## config.mk

```make
export PLATFORM = sky130hd
export DESIGN_NAME = sc_position_counter_ud
export DESIGN_NICKNAME = d
export VERILOG_FILES = /design/src/rtl/sc_position_pkg.sv /design/src/rtl/sc_position_repeat_timer.sv /design/src/rtl/sc_position_counter_ud.sv
export SDC_FILE = /design/constraint.sdc
export NUM_CORES = 1
export LEC_CHECK = 0
export ABC_CLOCK_PERIOD_IN_PS = 4800
export BUFFER_PORTS_ARGS = -buffer_cell sky130_fd_sc_hd__buf_2
export CAP_MARGIN = 20
export CELL_PAD_IN_SITES_DETAIL_PLACEMENT = 0
export CELL_PAD_IN_SITES_GLOBAL_PLACEMENT = 1
export CORE_ASPECT_RATIO = 1.1
export CORE_UTILIZATION = 51
export CTS_CLUSTER_DIAMETER = 30
export CTS_CLUSTER_SIZE = 24
export DETAILED_ROUTE_END_ITERATION = 8
export PLACE_DENSITY_LB_ADDON = 0.1
export SLEW_MARGIN = 20
export SYNTH_ARGS = -nofsm -noshare
export SYNTH_HDL_FRONTEND = slang
export SYNTH_SLANG_ARGS = --single-unit
```

## constraint.sdc

```tcl
create_clock -name SC_positionYCOUNTER_CLOCK_50 -period 4.8 [get_ports SC_positionYCOUNTER_CLOCK_50]
set_input_delay 1.44 -clock SC_positionYCOUNTER_CLOCK_50 [delete_from_list [all_inputs] [get_ports SC_positionYCOUNTER_CLOCK_50]]
set_output_delay 1.44 -clock SC_positionYCOUNTER_CLOCK_50 [all_outputs]
set_load 0.005 [all_outputs]
```

## src/rtl/sc_position_pkg.sv

```systemverilog
// Shared types and helpers for the up/down position counter.
package sc_position_pkg;

    // Button-hold FSM states.
    typedef enum logic [1:0] {
        StIdle     = 2'd0,
        StHoldUp   = 2'd1,
        StHoldDown = 2'd2
    } posState_e;

    // Boundary behaviour selected by the WRAP parameter.
    localparam int unsigned WrapSaturate = 0;
    localparam int unsigned WrapAround   = 1;

    // Bits needed to count 0 .. repeatPeriod-1; never narrower than one bit.
    function automatic int unsigned repeatCntWidth(input int unsigned repeatPeriod);
        if (repeatPeriod <= 2) begin
            return 1;
        end
        return $clog2(repeatPeriod);
    endfunction

endpackage

```

## src/rtl/sc_position_repeat_timer.sv

```systemverilog
// Auto-repeat timer: counts clocks while a button is held and ticks once
// every REPEAT clocks. REPEAT = 0 disables ticking altogether.
module sc_position_repeat_timer
    import sc_position_pkg::*;
#(
    parameter int unsigned REPEAT = 25000000
) (
    input  logic clock,
    input  logic reset,
    input  logic run,
    input  logic clear,
    output logic tick
);

    localparam int unsigned CntWidth = repeatCntWidth(REPEAT);
    localparam logic [CntWidth-1:0] LastCount = CntWidth'((REPEAT == 0) ? 0 : REPEAT - 1);
    localparam bit Enabled = (REPEAT != 0);

    logic [CntWidth-1:0] countReg;
    logic                atLast;

    assign atLast = (countReg == LastCount);

    // Tick is combinational so the step lands on the same edge the count wraps.
    assign tick = Enabled && run && !clear && atLast;

    // Repeat counter: clear has priority, wraps to 0 on each tick.
    always_ff @(posedge clock or posedge reset) begin
        if (reset) begin
            countReg <= '0;
        end else if (clear || !Enabled) begin
            countReg <= '0;
        end else if (run) begin
            countReg <= atLast ? '0 : countReg + CntWidth'(1);
        end
    end

endmodule

```

## src/rtl/sc_position_counter_ud.sv

```systemverilog
// Up/down position counter driven by active-low buttons, with press-edge
// stepping, hold-to-repeat, synchronous restart and saturate/wrap bounds.
module sc_position_counter_ud
    import sc_position_pkg::*;
#(
    parameter int unsigned DATAWIDTH = 3,
    parameter int unsigned MIN       = 0,
    parameter int unsigned MAX       = 7,
    parameter int unsigned START     = 0,
    parameter int unsigned WRAP      = 0,
    parameter int unsigned REPEAT    = 25000000
) (
    input  logic                 SC_positionYCOUNTER_CLOCK_50,
    input  logic                 SC_positionYCOUNTER_RESET_InHigh,
    input  logic                 up_InLow,
    input  logic                 down_InLow,
    input  logic                 restart_InLow,
    output logic [DATAWIDTH-1:0] data_OutBUS,
    output logic                 atMin_Out,
    output logic                 atMax_Out,
    output logic                 goal_Out
);

    localparam logic [DATAWIDTH-1:0] MinPos   = DATAWIDTH'(MIN);
    localparam logic [DATAWIDTH-1:0] MaxPos   = DATAWIDTH'(MAX);
    localparam logic [DATAWIDTH-1:0] StartPos = DATAWIDTH'(START);

    posState_e            state;
    logic [DATAWIDTH-1:0] position;
    logic [DATAWIDTH-1:0] posNext;
    logic                 upPrev;
    logic                 downPrev;
    logic                 upPress;
    logic                 downPress;
    logic                 bothLow;
    logic                 restartReq;
    logic                 holding;
    logic                 timerRun;
    logic                 timerClear;
    logic                 tick;
    logic                 doUp;
    logic                 doDown;
    logic                 goalNext;

    // One step up; at MAX either hold or wrap to MIN, never past MAX.
    function automatic logic [DATAWIDTH-1:0] incPos(input logic [DATAWIDTH-1:0] pos);
        if (pos == MaxPos) begin
            return (WRAP == WrapAround) ? MinPos : MaxPos;
        end
        return pos + DATAWIDTH'(1);
    endfunction

    // One step down; at MIN either hold or wrap to MAX, never below MIN.
    function automatic logic [DATAWIDTH-1:0] decPos(input logic [DATAWIDTH-1:0] pos);
        if (pos == MinPos) begin
            return (WRAP == WrapAround) ? MaxPos : MinPos;
        end
        return pos - DATAWIDTH'(1);
    endfunction

    // Button event decode and repeat-timer control.
    always_comb begin
        upPress    = upPrev && !up_InLow;
        downPress  = downPrev && !down_InLow;
        bothLow    = !up_InLow && !down_InLow;
        restartReq = !restart_InLow;
        // Only a single held button in its matching hold state keeps the timer running.
        holding    = ((state == StHoldUp) && !up_InLow && down_InLow) ||
                     ((state == StHoldDown) && !down_InLow && up_InLow);
        timerRun   = holding && !restartReq;
        timerClear = !timerRun;
    end

    sc_position_repeat_timer #(
        .REPEAT (REPEAT)
    ) uRepeatTimer (
        .clock (SC_positionYCOUNTER_CLOCK_50),
        .reset (SC_positionYCOUNTER_RESET_InHigh),
        .run   (timerRun),
        .clear (timerClear),
        .tick  (tick)
    );

    // Step selection and next position; restart beats everything.
    always_comb begin
        doUp   = 1'b0;
        doDown = 1'b0;
        if (!restartReq && !bothLow) begin
            if (upPress) begin
                doUp = 1'b1;
            end else if (downPress) begin
                doDown = 1'b1;
            end else if (tick) begin
                // tick only fires in a hold state, so state names the direction
                doUp   = (state == StHoldUp);
                doDown = (state == StHoldDown);
            end
        end

        if (restartReq) begin
            posNext = StartPos;
        end else if (doUp) begin
            posNext = incPos(position);
        end else if (doDown) begin
            posNext = decPos(position);
        end else begin
            posNext = position;
        end

        goalNext = doUp && (position == MaxPos);
    end

    // FSM, position, button history and registered flag outputs.
    always_ff @(posedge SC_positionYCOUNTER_CLOCK_50 or posedge SC_positionYCOUNTER_RESET_InHigh) begin
        if (SC_positionYCOUNTER_RESET_InHigh) begin
            state     <= StIdle;
            position  <= StartPos;
            atMin_Out <= (StartPos == MinPos);
            atMax_Out <= (StartPos == MaxPos);
            goal_Out  <= 1'b0;
            // History starts as "pressed" so a button held through reset is ignored.
            upPrev    <= 1'b0;
            downPrev  <= 1'b0;
        end else begin
            upPrev    <= up_InLow;
            downPrev  <= down_InLow;
            position  <= posNext;
            atMin_Out <= (posNext == MinPos);
            atMax_Out <= (posNext == MaxPos);
            goal_Out  <= goalNext;

            if (restartReq || bothLow) begin
                state <= StIdle;
            end else if (upPress) begin
                state <= StHoldUp;
            end else if (downPress) begin
                state <= StHoldDown;
            end else begin
                case (state)
                    StHoldUp: begin
                        if (up_InLow) begin
                            state <= StIdle;
                        end
                    end
                    StHoldDown: begin
                        if (down_InLow) begin
                            state <= StIdle;
                        end
                    end
                    default: state <= StIdle;
                endcase
            end
        end
    end

    assign data_OutBUS = position;

endmodule

```

==> results of run 1 <==
-- final timing paths --
path,to,slack (ns),cells past startpoint
worst min-delay path,uRepeatTimer.countReg[0],0.52,1
worst max-delay path,atMax_Out,2.18,6
max in group asynchronous,atMin_Out,3.28,3
min in group asynchronous,state[1],1.17,3
worst max register to register,uRepeatTimer.countReg[21],2.64,5
worst min register to register,uRepeatTimer.countReg[0],0.52,1
-- layer usage --
metal / share of wire, % / track usage (%) / routed length, µm
met1: 44 / 23.26 / 1433
met2: 52 / 37.22 / 1716
met3: 3.3 / 6.496 / 108
met4: 0.94 / 8.140 / 31
met5: 0 / 0 / 0
-- layout make-up --
cell class                 instances  area share [%]
clock inverter                     3           1.175
sequential                        35           43.35
timing repair buffer              11           2.845
multi-input combinational        134           45.95
inverter                          10           1.855
clock buffer                       5           1.855
tap                               48           2.968
-- logic make-up after synthesis --
kind of cell    share of synthesized area, %
compound gates                         6.921
xor+xnor                               10.82
fa+ha+maj                              3.360
buf+inv                                2.957
flops                                  47.11
mux                                    1.075
simple gates                           27.76
-- flip-flops by register name, summed over array words and instances (netlist names) --
name	cells
atMax_Out	1
atMin_Out	1
data_OutBUS	3
downPrev	1
goal_Out	1
state	2
uRepeatTimer.countReg	25
upPrev	1
-- stage by stage --
step | instance area (µm²) | power, mW | std cells
after global routing | 2023 | 0.5187 | 246
after floorplan | 1862 | 0.3264 | 183
after CTS | 2023 | 0.5038 | 246
final | 2023 | 0.4951 | 246
after global placement | 1962 | 0.3362 | 238
after detailed placement | 1962 | 0.3370 | 238
-- critical path: cells and delay by family --
family / cells / cell delay, ns
AO/OA/AOI/OAI: 1 / 0.40
AND/OR/NAND/NOR: 4 / 0.89
buffers and inverters: 1 / 0.12
-- report_power, final --
part | total, mW | internal, mW | switching (mW)
clock network | 0.164 | 0.0586 | 0.106
registers | 0.303 | 0.299 | 0.00344
logic | 0.0281 | 0.0106 | 0.0175
-- cell usage in the layout (no fill, tap or decap), types with 2 or more instances in the layout --
master	synthesis	final
nand2_1	14	14
nor4_4	2	2
nor4_2	2	2
clkinvlp_4	0	2
xor2_1	16	16
and3_1	2	2
o21a_1	2	2
a211oi_1	2	2
nor2b_1	5	5
nand4_1	6	6
inv_1	10	10
clkbuf_4	0	5
ha_1	5	5
o21ai_0	2	2
nor2_1	31	31
and2_1	2	2
nand3_1	10	10
xnor2_1	7	7
and3b_1	2	2
mux2i_1	2	2
and4_1	3	3
a31oi_1	2	2
dfrtp_1	34	34
buf_2	2	10
==> key figures, run 1 <==
Placement
  – Detail Placement HPWL: 2.456 mm
  – Pre-CTS setup slack: roughly 1.8 ns
  – IO buf count: 10
  – Gpl congestion: 0.8345

Worst setup path
  – Kind of critical path: in -> reg
  – Crit path max fanout: 5
  – Largest stage delay on the critical path: ~0.40 ns
  – CP Data Arrival Time: 2.85 ns
  – Cells along the critical path: buf_2, and3b_1, and2_1, or2_2, o311a_1, and4_1
  – Startpoint Class: input pin
  – CP max-delay cell: o311a_1
  – RR Startpoint: uRepeatTimer.countReg[9]
  – Worst Path Required: 5.03 ns
  – Kind of end point of the critical path: flop
  – Crit. Startpoint: up_InLow

Route
  – Final antenna-violating net count: 0
  – Vias per cell: 5.276
  – Starting DRC count in detailed routing: 74
  – Drt drc: 0
  – Avg WL per Cell: approximately 13 µm
  – Total Routed Length: 3.290 mm
  – Vias: roughly 1300
  – Drt pass-1 iters: 4

Synth
  – Synth cell count leaders: 34 x dfrtp_1, 31 x nor2_1, 16 x xor2_1
  – Synth warn: 0
  – Synth Net Count: 193
  – Avg Synthesized Cell Area: ~10 µm²
  – Sequential fraction of the synthesis area: a little under half
  – Synth top area cells: dfrtp_1 46%, xor2_1 7.5%, nor2_1 6.3%, ha_1 3.4%, xnor2_1 3.3%
  – Ys async rst share: between 90% and 100%
  – Count leader, synth: dfrtp_1
  – Synthesized cell area: 0.001862 mm²
  – Synth area leader: dfrtp_1
  – Gate Count Post-Synth: ~180
  – Post-synth EDFFs: 0
  – Top_reg_cell synth: dfrtp_1
  – Top cell type's share of synthesized area: ~46%
  – Post-synth cell types: 41
  – Post-synthesis register bit count: 35

Timing
  – Maximum clock frequency: roughly 380 MHz
  – Unrepaired setup endpoints after global routing: no
  – Worst Tran Pin Value: about 0.80 ns
  – Clk_skew: ~0.012 ns
  – Slew HR: a little under half
  – Tmin final: 2.623 ns
  – Setup TNS Final: 0 ns
  – Fin crit share: roughly 55%
  – Final hold vios: 0
  – # setup viols final: 0
  – Final slew viol count: 0
  – Setup WS post-layout: ~2.2 ns
  – Hold slack final: 0.5247 ns

Floorplanning
  – I/O Pins: 11
  – Die width: about 60 µm
  – Num rows: 22
  – Die height: about 65 µm
  – Core region area: 0.003413 mm²
  – Starting Density: between 50% and 60%
  – Die area: between 0.003 and 0.004 mm²

Clock tree
  – Post-CTS sizing: 0
  – CTS max path bufs: 2
  – Clock-pin slew on the worst setup and hold paths: 0.12 ns
  – Post-CTS Setup Inserts: 0
  – Htree depth: 2
  – # hold bufs at CTS: 0
  – Clock Latency Late Sink: roughly 0.34 ns
  – Clk root buf: clkbuf_4
  – Num CTS Buffers: 5
  – Clock sink count: 35
  – CTS tree: done

Min path
  – Worst Hold Class: reg -> reg
  – Worst min-delay path startpoint: uRepeatTimer.countReg[0]

Final layout
  – Fillers: 334
  – Final core occ: between 50% and 60%
  – Ant diodes: 0
  – Nets: around 210
  – Area used by multi-input combinational logic: approximately 930 µm²
  – Layout cells sized above 1: 16.16%
  – Sequential cell area: ~900 µm²
  – Area Overhead vs Synth: 8.669%

Run status
  – Status: finished, final reports clean

GRT
  – Global-route wire length before repair: ~5.9 mm
  – Vias in the first global route: around 1400
  – Largest net degree at the start of global routing: 36
  – Total track usage: between 20% and 30%
  – GRT overflow: 0
  – Initial antenna violation count: 0

Flow run
  – Max Cap Viol: 0

Power and ir drop
  – Power Density: around 240 mW/mm²
  – VDD IR-drop max: roughly 170 µV
  – Static Leak: roughly 0.86 nW
(Power assumes the default switching activity.)
==> run 2, diff against run 1 <==
--- a/config.mk
+++ b/config.mk
@@ -5,13 +5,13 @@
 export SDC_FILE = /design/constraint.sdc
 export NUM_CORES = 1
 export LEC_CHECK = 0
-export ABC_CLOCK_PERIOD_IN_PS = 4800
+export ABC_CLOCK_PERIOD_IN_PS = 2500
 export BUFFER_PORTS_ARGS = -buffer_cell sky130_fd_sc_hd__buf_2
 export CAP_MARGIN = 20
 export CELL_PAD_IN_SITES_DETAIL_PLACEMENT = 0
 export CELL_PAD_IN_SITES_GLOBAL_PLACEMENT = 1
 export CORE_ASPECT_RATIO = 1.1
-export CORE_UTILIZATION = 51
+export CORE_UTILIZATION = 47
 export CTS_CLUSTER_DIAMETER = 30
 export CTS_CLUSTER_SIZE = 24
 export DETAILED_ROUTE_END_ITERATION = 8
==> constraint.sdc (replaced) <==
create_clock -name SC_positionYCOUNTER_CLOCK_50 -period 2.5 [get_ports SC_positionYCOUNTER_CLOCK_50]
set_input_delay 0.75 -clock SC_positionYCOUNTER_CLOCK_50 [delete_from_list [all_inputs] [get_ports SC_positionYCOUNTER_CLOCK_50]]
set_output_delay 0.75 -clock SC_positionYCOUNTER_CLOCK_50 [all_outputs]
set_load 0.005 [all_outputs]
==> run 2 against run 1 <==
Against the previous run:
- core utilization decreased by 3.1 points
- cell area increased by 3.0%
- first-iteration DRC count decreased by 4.1%
- global-route usage decreased by 1.6 points
- die area increased by 8.2%
- wire length increased by 0.40%
- sequential power increased by 92%
- critical path depth unchanged
- power increased by 120%
- register-to-register slack got worse by 2.2 ns
- combinational power increased by 100%
- largest cell class unchanged
==> key figures, run 2 (synthesis results as in run 1) <==
Run status
  – Status: finished, final reports clean

Worst setup path
  – Startpoint Class: flop
  – CP Data Arrival Time: 2.27 ns (-0.58 ns)
  – Kind of end point of the critical path: flop
  – Crit path max fanout: 4 (-1)
  – Worst Path Required: 2.72 ns (-2.31 ns)
  – Kind of critical path: reg -> reg

Timing
  – Clk_skew: 0.004834 ns (-0.007451 ns)
  – Unrepaired setup endpoints after global routing: no
  – Final hold vios: 0 (unchanged)
  – Setup WS post-layout: 0.4471 ns (-1.730 ns)
  – Slew HR: 65.65% (+19 points)
  – Setup TNS Final: 0 ns (unchanged)
  – Final slew viol count: 0 (unchanged)
  – # setup viols final: 0 (unchanged)
  – Tmin final: 2.053 ns
  – Maximum clock frequency: approximately 490 MHz
  – Worst Tran Pin Value: 0.5106 ns (-0.2940 ns)
  – Fin crit share: between 80% and 90%

Power and ir drop
  – Power Density: 514.8 mW/mm² (+110%)
  – Clock power share: 40.5% (+7.3 points)
  – VDD IR-drop max: 365.9 µV (+120%)
  – Reg power frac: 54.2% (-6.9 points)
  – Net Sw Frac: 20.91% (-4.7 points)
  – Comb pwr share: 5.3% (-0.4 points)
  – Overall power: 1.073 mW (+120%)
  – Psw: 0.2244 mW (+77%)
  – P_int: 0.8487 mW (+130%)
  – Static Leak: 0.8948 nW (+3.8%)

Route
  – Vias: 1315 (+1.3%)
  – Avg WL per Cell: 13.27 µm (-0.81%)
  – Total Routed Length: 3.303 mm (+0.40%)
  – Starting DRC count in detailed routing: 71 (-4.1%)
  – Final antenna-violating net count: 0 (unchanged)
  – Vias per cell: 5.281 (about the same)
  – Drt pass-1 iters: 4 (unchanged)
  – Drt drc: 0 (unchanged)

Placement
  – Pre-CTS setup slack: 0.2342 ns (-1.584 ns)
  – Detail Placement HPWL: 2.498 mm (+1.7%)
  – Gpl congestion: 0.7865 (-5.8%)
  – IO buf count: 10 (unchanged)

GRT
  – Total track usage: 19.46% (-1.6 points)
  – Global-route wire length before repair: 5.851 mm (-1.6%)
  – GRT overflow: 0 (unchanged)
  – Initial antenna violation count: 0 (unchanged)
  – Vias in the first global route: 1327 (-2.9%)
  – Largest net degree at the start of global routing: 26 (-28%)

Final layout
  – Final core occ: 56.15% (-3.1 points)
  – Fillers: 344 (+3.0%)
  – Number of flip-flops in the largest register: 25 (unchanged)
  – Layout cells sized above 1: 16.08% (-0.081 points)
  – Nets: 208 (+0.48%)
  – Ant diodes: 0 (unchanged)
  – Commonest cells after routing, fill and taps aside: 34 x dfrtp_1, 31 x nor2_1, 16 x xor2_1, 14 x nand2_1
  – Area Overhead vs Synth: 11.96%
  – Most common cell after layout, fill and taps aside: dfrtp_1
  – Largest register by flop count: uRepeatTimer.countReg

Clock tree
  – Post-CTS sizing: 0 (unchanged)
  – CTS tree: done
  – Clock sink count: 35 (unchanged)
  – Htree depth: 2 (unchanged)
  – # hold bufs at CTS: 0 (unchanged)
  – Num CTS Buffers: 5 (unchanged)
  – CTS max path bufs: 2 (unchanged)
  – Clock Latency Late Sink: 0.28 ns (-0.06 ns)
  – Post-CTS Setup Inserts: 0 (unchanged)
  – Clk root buf: clkbuf_8
  – Clock-pin slew on the worst setup and hold paths: 0.07 ns (-0.05 ns)

Floorplanning
  – Die width: 62.01 µm (+4.0%)
  – Die height: 68.01 µm (+4.0%)
  – Core region area: 0.003712 mm² (+8.8%)
  – Starting Density: 50.15% (-4.4 points)
  – Num rows: 23 (+4.5%)
  – I/O Pins: 11 (unchanged)
  – Die area: 0.004217 mm² (+8.2%)

Flow run
  – Max Cap Viol: 0 (unchanged)

Min path
  – Worst Hold Class: in -> async
[run 2: changes by cell type in the layout (fill, tap and decap cells not counted)]
cell,delta
clkinvlp_4,-2
clkbuf_4,-5
clkbuf_1,+1
clkbuf_8,+7
inv_6,-1
buf_12,+1
[run 2: worst max-delay path: stages (launching register included)]
cell      delay, ns
dfrtp_1        0.44
nor4_4         0.35
nand4_1        0.20
nor4_2         0.34
o21ai_1        0.16
a221oi_4       0.27
and4_1         0.22
[run 2: final cells by class]
cell class                      count  area (µm²)  share of cell area (%)
Tap cell                           50       62.56                   3.001
Sequential cell                    35       877.1                   42.08
Multi-Input combinational cell    134       929.6                   44.60
Clock buffer                        8       100.1                   4.802
Timing Repair Buffer               12       77.57                   3.721
Inverter                           10       37.54                   1.801
[run 2: metrics by stage]
stage	instances	hold WS [ns]	cell area (µm²)
floorplan	183	0.4559	1862
global placement	241	0.5023	1984
detailed placement	241	0.5048	1984
CTS	249	0.4816	2085
global route	249	0.4945	2085
finish	249	0.4798	2085
[run 2: layer usage]
layer | global-route usage (%) | wire, µm
met3 | 5.671 | 84
met4 | 9.722 | 95
met1 | 22.60 | 1417
met5 | 0 | 0
met2 | 32.18 | 1705
[run 2: final timing paths]
kind                                                                  start                   endpoint  slack, ns  cells after the start
setup reg to reg                                   uRepeatTimer.countReg[9]                  atMax_Out       0.45                      6
min in group SC_positionYCOUNTER_CLOCK_50                            upPrev                   state[0]       0.51                      1
hold / removal                             SC_positionYCOUNTER_RESET_InHigh                   goal_Out       0.48                      2
setup / recovery                                   uRepeatTimer.countReg[9]                  atMax_Out       0.45                      6
hold reg to reg                                                      upPrev                   state[0]       0.51                      1
max in group asynchronous                  SC_positionYCOUNTER_RESET_InHigh  uRepeatTimer.countReg[24]       1.52                      3
[run 2: power groups by stage]
stage          combinational (mW)  clock (mW)  sequential, mW
2_1_floorplan              0.0359           0           0.591
3_3_place_gp               0.0572           0           0.592
3_5_place_dp               0.0582           0           0.592
4_1_cts                    0.0585       0.450           0.581
5_1_grt                    0.0649       0.477           0.582
6_report                   0.0572       0.435           0.581
==> run 3, diff against run 2 <==
--- a/config.mk
+++ b/config.mk
@@ -5,7 +5,7 @@
 export SDC_FILE = /design/constraint.sdc
 export NUM_CORES = 1
 export LEC_CHECK = 0
-export ABC_CLOCK_PERIOD_IN_PS = 2500
+export ABC_CLOCK_PERIOD_IN_PS = 1900
 export BUFFER_PORTS_ARGS = -buffer_cell sky130_fd_sc_hd__buf_2
 export CAP_MARGIN = 20
 export CELL_PAD_IN_SITES_DETAIL_PLACEMENT = 0
==> constraint.sdc (replaced) <==
create_clock -name SC_positionYCOUNTER_CLOCK_50 -period 1.9 [get_ports SC_positionYCOUNTER_CLOCK_50]
set_input_delay 0.57 -clock SC_positionYCOUNTER_CLOCK_50 [delete_from_list [all_inputs] [get_ports SC_positionYCOUNTER_CLOCK_50]]
set_output_delay 0.57 -clock SC_positionYCOUNTER_CLOCK_50 [all_outputs]
set_load 0.005 [all_outputs]
==> run 3 against run 2 <==
Against the previous run:
- clock power grew 36%
- critical endpoint is now atMin_Out
- combinational power grew 57%
- critical path depth is the same
- the flow now finishes with violations (negative setup slack)
- sequential cell count is the same
- clock-buffer cell count is the same
- worst hold slack lost 0.098 ns
- largest power group unchanged
- clock skew shrank 0.0029 ns
- power grew 35%
- global-route usage grew 2.2 points
- maximum frequency grew 4.1%
- core utilization grew 9.4 points
- worst setup slack lost 0.52 ns
==> key figures, run 3 (synthesis results as in run 1) <==
Floorplanning
  – I/O Pins: 11 (unchanged)
  – Die width: 62.01 µm (unchanged)
  – Starting Density: 50.15% (unchanged)
  – Num rows: 23 (unchanged)
  – Die height: 68.01 µm (unchanged)
  – Core region area: 0.003712 mm² (unchanged)
  – Die area: 0.004217 mm² (unchanged)

Clock tree
  – Num CTS Buffers: 5 (unchanged)
  – Clock Latency Late Sink: 0.28 ns (about the same)
  – CTS tree: done
  – Clock-pin slew on the worst setup and hold paths: 0.07 ns (about the same)
  – CTS max path bufs: 2 (unchanged)
  – Clk root buf: clkbuf_8
  – # hold bufs at CTS: 0 (unchanged)
  – Htree depth: 2 (unchanged)
  – Clock sink count: 35 (unchanged)

Route
  – Drt drc: 0 (unchanged)
  – Starting DRC count in detailed routing: 68 (-4.2%)
  – Vias: 1452 (+10%)
  – Drt pass-1 iters: 4 (unchanged)
  – Vias per cell: 5.167 (-2.2%)
  – Avg WL per Cell: 14.02 µm (+5.7%)
  – Total Routed Length: 3.939 mm (+19%)
  – Final antenna-violating net count: 0 (unchanged)

Final layout
  – Largest register by flop count: uRepeatTimer.countReg
  – Commonest cells after routing, fill and taps aside: 33 x dfrtp_1, 32 x buf_4, 30 x nor2_1, 16 x xor2_1, 13 x nand2_1
  – Area Overhead vs Synth: 30.64%
  – Ant diodes: 0 (unchanged)
  – Most common cell after layout, fill and taps aside: dfrtp_1
  – Fillers: 313 (-9.0%)
  – Final core occ: 65.52% (+9.4 points)
  – Area used by multi-input combinational logic: 0.001032 mm² (+11%)
  – Layout cells sized above 1: 33.33% (+17 points)
  – Finished Layout Cells: 281 (+13%)
  – Nets: 240 (+15%)
  – Sequential cell area: 878.3 µm² (+0.14%)
  – Number of flip-flops in the largest register: 25 (unchanged)

Min path
  – Worst Hold Class: in -> async

Timing
  – # setup viols final: 3 (+3)
  – Setup WS post-layout: -0.07213 ns (-0.5192 ns)
  – Final slew viol count: 0 (unchanged)
  – Clk_skew: 0.001918 ns (-0.002916 ns)
  – Fin crit share: 103.8% (+22 points)
  – Setup TNS Final: -0.1417 ns (-0.1417 ns)
  – Unrepaired setup endpoints after global routing: yes
  – Worst Tran Pin Value: 0.4410 ns (-0.06954 ns)
  – Maximum clock frequency: 507.1 MHz (+4.1%)
  – Slew HR: 70.60% (+4.9 points)
  – Final hold vios: 0 (unchanged)
  – Tmin final: 1.972 ns (-0.08081 ns)

Power and ir drop
  – Power Density: 594.5 mW/mm² (+15%)
  – Static Leak: 1.129 nW (+26%)
  – VDD IR-drop max: 550.2 µV (+50%)

Worst setup path
  – Kind of end point of the critical path: flop
  – Largest stage delay on the critical path: 0.44 ns (about the same)
  – Startpoint Class: flop
  – RR Startpoint: uRepeatTimer.countReg[8]
  – Cells along the critical path: nor4_4, nand4_1, nor3_2, mux2i_1, o311a_1, a211oi_2
  – R2r endpoint: atMin_Out
  – R2R depth: 6 (unchanged)
  – CP Data Arrival Time: 2.18 ns (-0.09 ns)
  – Flop2flop setup slack: -0.07 ns (-0.52 ns)
  – CP top delay family: simple AND/OR/NAND/NOR gates
  – Crit path buf inv count: 0 (unchanged)
  – Crit path max fanout: 3 (-1)
  – CP max-delay cell: dfrtp_2
  – Kind of critical path: reg -> reg
  – Worst Path Required: 2.10 ns (-0.62 ns)

Flow run
  – Max Cap Viol: 0 (unchanged)

GRT
  – Largest net degree at the start of global routing: 36 (+38%)
  – Total track usage: 21.61% (+2.2 points)
  – Global-route wire length before repair: 6.548 mm (+12%)
  – GRT overflow: 0 (unchanged)
  – Initial antenna violation count: 0 (unchanged)
  – Vias in the first global route: 1499 (+13%)

Placement
  – Gpl congestion: 0.9286 (+18%)
  – Post-placement cell count: 270 (+12%)
  – IO buf count: 10 (unchanged)
  – Detail Placement HPWL: 2.816 mm (+13%)

Run status
  – Failing checks: negative setup slack
  – Status: finished with violations
-- run 3: area by class of cell --
class / instances / share of cell area, %
Multi-Input combinational cell: 134 / 42.44
Sequential cell: 35 / 36.11
Timing Repair Buffer: 44 / 13.22
Clock buffer: 8 / 4.115
Tap cell: 50 / 2.572
Inverter: 10 / 1.543
-- run 3: timing repair --
| action | 4_1_cts | 5_1_grt |
|---|---|---|
| setup buffers | 3 | 0 |
| resized for setup | 9 | 13 |
| cloned | 0 | 0 |
| setup endpoints to repair | 4 | 12 |
| endpoints found under the hold margin | 0 | 0 |
| pin swaps | 11 | 3 |
-- run 3: report_power, final --
group / switching, mW / internal [mW]
clock network: 0.260 / 0.331
logic: 0.0507 / 0.0392
registers: 0.00880 / 0.756
total: 0.320 / 1.13
-- run 3: worst min-delay path, cell delays in order --
cell and delay, ns:
buf_2 0.10, inv_1 0.04, buf_4 0.39
-- run 3: worst max path at each step --
| stage | cells after the start | end | start | slack, ns |
|---|---|---|---|---|
| 2_1_floorplan | 7 | atMax_Out | down_InLow | 0.01 |
| 3_3_place_gp | 6 | atMax_Out | restart_InLow | -0.11 |
| 3_5_place_dp | 6 | atMin_Out | restart_InLow | -0.15 |
| 4_1_cts | 6 | atMax_Out | uRepeatTimer.countReg[8] | -0.05 |
| 5_1_grt | 6 | atMin_Out | uRepeatTimer.countReg[6] | -0.17 |
| 6_report | 6 | atMin_Out | uRepeatTimer.countReg[8] | -0.07 |
-- run 3: metal layers --
layer / share of wire [%] / vias to the layer above / track usage [%]
li1: - / 715 / -
met1: 43 / 717 / 24.22
met2: 53 / 15 / 39.10
met3: 2.4 / 5 / 4.537
met4: 1.3 / 0 / 8.333
met5: 0 / - / 0
-- run 3: metrics by stage --
stage               hold slack, ns  total power [mW]  instance area, µm²  setup slack, ns
floorplan                   0.4559            0.8247                1862         0.009779
global placement            0.4830            0.8590                2202          -0.1084
detailed placement          0.4904            0.8626                2202          -0.1548
CTS                         0.3898             1.462                2366         -0.04842
global route                0.4265             1.505                2432          -0.1734
finish                      0.3823             1.446                2432         -0.07213
